File: config.mk
export PLATFORM = sky130hd
export DESIGN_NAME = fetch_sequencer
export DESIGN_NICKNAME = d
export VERILOG_FILES = /design/src/rtl/fetch_pkg.sv /design/src/rtl/fetch_lat_counter.sv /design/src/rtl/fetch_sequencer.sv
export SDC_FILE = /design/constraint.sdc
export NUM_CORES = 1
export LEC_CHECK = 0
export BUFFER_PORTS_ARGS = -buffer_cell sky130_fd_sc_hd__buf_2
export CAP_MARGIN = 20
export CELL_PAD_IN_SITES_DETAIL_PLACEMENT = 0
export CELL_PAD_IN_SITES_GLOBAL_PLACEMENT = 1
export CORE_ASPECT_RATIO = 0.8
export CORE_MARGIN = 5
export CORE_UTILIZATION = 31
export DETAILED_ROUTE_END_ITERATION = 8
export HOLD_SLACK_MARGIN = 0.12
export PLACE_DENSITY = 0.8
export SETUP_SLACK_MARGIN = 0.1
export SLEW_MARGIN = 15
export SYNTH_ARGS = -nofsm -noshare
export SYNTH_HDL_FRONTEND = slang
export SYNTH_SLANG_ARGS = --single-unit
File: constraint.sdc
create_clock -name clk -period 2.47 [get_ports clk]
set_clock_uncertainty 0.15 [all_clocks]
set_input_delay 0.494 -clock clk [delete_from_list [all_inputs] [get_ports clk]]
set_output_delay 0.494 -clock clk [all_outputs]
set_load 0.1 [all_outputs]
File: src/rtl/fetch_pkg.sv
// ---------------------------------------------------------------------------
// fetch_pkg : shared types and widths for the instruction-fetch block
// Rev 1.0
// ---------------------------------------------------------------------------
`default_nettype none

package fetch_pkg;

    localparam int INSTR_W = 32;
    localparam int ADDR_W  = 32;
    localparam logic [ADDR_W-1:0] PC_STEP = 32'd4;

    typedef enum logic [1:0] {
        FETCH = 2'd0,
        HOLD  = 2'd1,
        HALT  = 2'd2
    } fetch_state_t;

endpackage

`default_nettype wire

File: src/rtl/fetch_lat_counter.sv
// ---------------------------------------------------------------------------
// fetch_lat_counter : memory read-latency counter, done on count RD_LAT-1
// Rev 1.0
// ---------------------------------------------------------------------------
`default_nettype none

module fetch_lat_counter #(
    parameter int RD_LAT = 2
) (
    input  logic clk,
    input  logic rst_n,
    input  logic clr,
    input  logic en,
    output logic done
);

    localparam int CNT_W = (RD_LAT > 1) ? $clog2(RD_LAT) : 1;
    localparam logic [CNT_W-1:0] C_LAST = CNT_W'(RD_LAT - 1);

    logic [CNT_W-1:0] r_cnt;

    // Wraps to zero on the done cycle so the next access starts cleanly.
    always_ff @(posedge clk) begin
        if (!rst_n || clr) begin
            r_cnt <= '0;
        end else if (en) begin
            r_cnt <= done ? '0 : r_cnt + CNT_W'(1);
        end
    end

    assign done = (r_cnt == C_LAST);

endmodule

`default_nettype wire

File: src/rtl/fetch_sequencer.sv
// ---------------------------------------------------------------------------
// fetch_sequencer : PC owner, fixed-latency imem sequencing, valid/ready out
// Rev 1.0
// ---------------------------------------------------------------------------
`default_nettype none

module fetch_sequencer
    import fetch_pkg::*;
#(
    parameter int                RD_LAT   = 2,
    parameter int unsigned       MEM_SIZE = 40,
    parameter logic [ADDR_W-1:0] RESET_PC = '0
) (
    input  logic               clk,
    input  logic               rst_n,
    output logic [ADDR_W-1:0]  imem_addr,
    input  logic [INSTR_W-1:0] imem_instr,
    output logic [INSTR_W-1:0] instr,
    output logic [ADDR_W-1:0]  instr_pc,
    output logic               instr_valid,
    input  logic               instr_ready,
    input  logic               redirect,
    input  logic [ADDR_W-1:0]  redirect_pc,
    output logic               halted
);

    localparam logic [ADDR_W-1:0] C_MEM_LIMIT = ADDR_W'(MEM_SIZE);

    fetch_state_t        r_state;
    fetch_state_t        w_next_state;
    logic [ADDR_W-1:0]   r_pc;
    logic [INSTR_W-1:0]  r_instr;
    logic [ADDR_W-1:0]   r_instr_pc;
    logic                r_valid;
    logic                w_done;
    logic                w_capture;
    logic                w_handshake;
    logic [ADDR_W-1:0]   w_target;

    assign w_target = redirect_pc & ~ADDR_W'(3);

    fetch_lat_counter #(
        .RD_LAT (RD_LAT)
    ) u_lat_counter (
        .clk   (clk),
        .rst_n (rst_n),
        .clr   (redirect),
        .en    (r_state == FETCH),
        .done  (w_done)
    );

    always_ff @(posedge clk) begin
        if (!rst_n) begin
            r_state <= FETCH;
        end else begin
            r_state <= w_next_state;
        end
    end

    // Redirect overrides any capture or handshake decided for this cycle.
    always_comb begin
        w_next_state = r_state;
        w_capture    = 1'b0;
        w_handshake  = 1'b0;
        case (r_state)
            FETCH: begin
                if (w_done) begin
                    w_capture    = 1'b1;
                    w_next_state = HOLD;
                end
            end
            HOLD: begin
                if (instr_ready) begin
                    w_handshake  = 1'b1;
                    w_next_state = (r_pc >= C_MEM_LIMIT) ? HALT : FETCH;
                end
            end
            HALT:    w_next_state = HALT;
            default: w_next_state = FETCH;
        endcase
        if (redirect) begin
            w_capture    = 1'b0;
            w_handshake  = 1'b0;
            w_next_state = (w_target >= C_MEM_LIMIT) ? HALT : FETCH;
        end
    end

    always_ff @(posedge clk) begin
        if (!rst_n) begin
            r_pc       <= RESET_PC;
            r_instr    <= '0;
            r_instr_pc <= '0;
            r_valid    <= 1'b0;
        end else if (redirect) begin
            r_pc    <= w_target;
            r_valid <= 1'b0;
        end else if (w_capture) begin
            r_instr    <= imem_instr;
            r_instr_pc <= r_pc;
            r_valid    <= 1'b1;
            r_pc       <= r_pc + PC_STEP;
        end else if (w_handshake) begin
            r_valid <= 1'b0;
        end
    end

    assign imem_addr   = r_pc;
    assign instr       = r_instr;
    assign instr_pc    = r_instr_pc;
    assign instr_valid = r_valid;
    assign halted      = (r_state == HALT);

endmodule

`default_nettype wire

==> impl_metrics.tcl <==
set metrics [dict create \
    switching_power_w 0.001368 \
    cp-startpoint "r_state[1]" \
    cpMaxStageDelayCell "or4b_4" \
    cts_root_buf "clkbuf_16" \
    p_int_w 0.002493 \
    tightest_slew_ps 504.3 \
    cap_violations 0 \
    vdd_ir_drop_max_mv 0.3359 \
    syn_area_per_cell_um2 7.741 \
    grt-ovfl-total 0 \
    grt_pass1_wl_mm 22.74 \
    pwr-share-clk_pct 34.6 \
    synth_ff_type "dfxtp_1" \
    hold_path.startpoint "redirect_pc[2]" \
    cts_tree "yes" \
    yosys_warnings 0 \
    synthArstFlopShare_pct 0 \
    r2r-start "r_state[1]" \
    final_area_um2 5689 \
    cp_slowest_stage_delay_ps 610 \
    yosysTopAreaCell "dfxtp_1" \
    viasPerCell 5.122 \
    final_layout_size_suffix_gt1_share_pct 32.49 \
    cts_buffer_depth 2 \
    wl_mm 14.60 \
    port_buffers 159 \
    combPwrFrac_pct 21.3 \
    final_antenna_net_count 0 \
    rsz0062_at_grt "true" \
    grt_pass1_vias 4321 \
    grt.total_usage_pct 17.29 \
    period_share_pct 93.41 \
    cts_made_buffers 9 \
    final-seq-area_um2 1969 \
    postCtsSetupRepairBufs 0 \
    cts.sinks 96 \
    drc 0 \
    switching_share_pct 35.42 \
    path_delay_family "simple AND/OR/NAND/NOR gates" \
    start_util_pct 31.88 \
    multi_input_area_um2 2213 \
    setup_viol 0 \
    yosysTopAreaCellShare_pct 44.18 \
    power_density_nw_per_um2 678.6 \
    placed_cell_area_um2 5384 \
    leakage_nw 2.298 \
    yosysSeqAreaShare_pct 44.18 \
    place.gp.congestion 0.8556 \
    drt_iter0_drc 360 \
    first_pass_iters 5 \
    finalHoldViolCount 0 \
    critPathMaxFanout 10 \
    fmax_mhz 433.4 \
    outcome "complete, no violations" \
    synthDistinctLibCells 54 \
    wl_per_cell_um 16.35 \
    cp_data_required_time_ps 2600 \
    dr_total_vias 4574 \
    area_delta_synth_final_pct 30.77 \
    synth-edff-count 0 \
    arrival_ps 2440 \
    die-area_um2 16520 \
    clk-insertion-delay-late_ps 350 \
    netlist_area_um2 4350 \
    die_h_um 116.0 \
    critPathLaunchType "flop" \
    critical_path_class "flop to flop" \
    endpoint_kind "flop" \
    cts_hold_buffers 0 \
    nets 776 \
    design.portCount 166 \
    synth_cells 562 \
    clkTransAtPathRegs_ps 70 \
    path_buf_inv 0 \
    fill_cells 1427 \
    fin_cells 893 \
    worstPathCellList "or4b_4 -> or3_4 -> or4_1 -> a31oi_1" \
    num_rows 38 \
    placed_cells 875 \
    dpl.hpwl_mm 10.91 \
    power_frac_seq_pct 44.1 \
    timing.hold.worst.class "input pin to flop" \
    die_x_um 142.4 \
    synth-seq-cells 96 \
    grt_max_degree 55 \
    slew_headroom_pct 66.07 \
    htree_levels 3 \
    netlist_top_cells_area "dfxtp_1 (44%), nand2_1 (13%), a21oi_1 (8.3%)" \
    slew_violations 0 \
    antenna_found_initial 1 \
    coreArea_um2 13650 \
    final.setup.tns_ps 0 \
    fin_crit_ps 2307 \
]
## stage by stage
| step | total power, W | hold slack (ps) | worst slack (ps) | utilization (%) |
|---|---|---|---|---|
| 2_1_floorplan | 0.002364 | 352.6 | 103.7 | - |
| 3_3_place_gp | 0.002550 | 287.9 | 71.81 | 39.46 |
| 3_5_place_dp | 0.002560 | 294.6 | 33.15 | 39.46 |
| 4_1_cts | 0.003914 | 208.2 | 166.3 | 41.54 |
| 5_1_grt | 0.004020 | 210.4 | 45.47 | 41.66 |
| 6_report | 0.003861 | 223.9 | 162.9 | 41.69 |
## area by class of cell
type | instances | area share, %
Antenna cell | 2 | 0.08797
Tap cell | 180 | 3.959
Multi-Input combinational cell | 411 | 38.90
Clock inverter | 6 | 0.7917
Sequential cell | 96 | 34.62
Inverter | 9 | 0.5938
Clock buffer | 10 | 4.201
Timing Repair Buffer | 179 | 16.85
## Yosys cell counts (9+ instances only)
cell type  instances
nand3_1           12
a21oi_1           72
nand4_1           13
nand2_1          148
dfxtp_1           96
a31oi_1            9
nor2_1            14
clkbuf_1          40
o21ai_0           23
nor4_1            20
nor3_1            11
## sequential cells by signal (all words and copies together) (netlist names)
register,flops
u_lat_counter.done,1
r_state,2
instr,32
instr_valid,1
instr_pc,30
imem_addr,30
## what timing repair did
| item | CTS | global route |
|---|---|---|
| gates resized for setup | 0 | 3 |
| hold endpoints to repair | 0 | 0 |
| endpoints found under the setup margin | 0 | 4 |
## worst register-to-register path, stage by stage, from the launching register on
cell	delay (ps)
dfxtp_1	400
or4b_4	610
or3_4	430
or4_1	470
a31oi_1	170
## routing by layer
layer	wire length, um	GRT usage (%)	vias to the layer above
met5	13	0	-
met4	141	4.117	2
met3	1155	5.569	15
met2	6899	27.19	151
met1	6390	23.21	2134
li1	-	-	2272
## final timing paths
kind,slack [ps],cells after the start,to
worst max-delay path,160,4,imem_addr[20]
worst min-delay path,220,2,imem_addr[2]
worst max register to register,160,4,imem_addr[20]
worst min register to register,300,2,instr_pc[6]
## cells in the final DEF, fill, tap and decap left out, drive strengths merged, types with 2 or more instances in the layout
cell and n:
or4b 2, o311a 3, buf 179, ha 2, o41ai 3, and4 4
or4 7, o31ai 2, nor3 11, o21a 3, nor3b 2, o21ai 23
clkinvlp 3, o211ai 3, nor4 20, clkinv 3, a211oi 7, dfxtp 96
nand4 13, or3 8, and3 3, a31oi 9, nor2b 2, inv 9
xnor2 4, nor2 14, clkbuf 10, nand2b 3, a21oi 72, xor2 4
nand2 148, nor4b 2, o31a 2, nand3 12, o2111ai 2, nand4b 2
conb 4, and2 3, diode 2
## cells by family (layout without fill, tap and decap cells)
group | count (synthesis) | after routing | share of synthesized area (%)
XOR/XNOR | 8 | 8 | 1.610
other | 1 | 6 | 0.08620
AO/OA/AOI/OAI | 137 | 137 | 18.61
multiplexers | 1 | 1 | 0.2301
buffers and inverters | 58 | 204 | 6.068
AND/OR/NAND/NOR | 259 | 259 | 28.65
adder cells (fa/ha/maj) | 2 | 2 | 0.5751
flip-flops | 96 | 96 | 44.18
## power by group through the flow
stage | clock (W) | combinational [W] | sequential (W)
after floorplan | 0 | 0.000252 | 0.00211
after global routing | 0.00144 | 0.000867 | 0.00172
final | 0.00134 | 0.000822 | 0.00170
after CTS | 0.00139 | 0.000825 | 0.00170
after global placement | 0 | 0.000818 | 0.00173
after detailed placement | 0 | 0.000824 | 0.00174
Note: power is estimated with default switching activity, not from simulation.
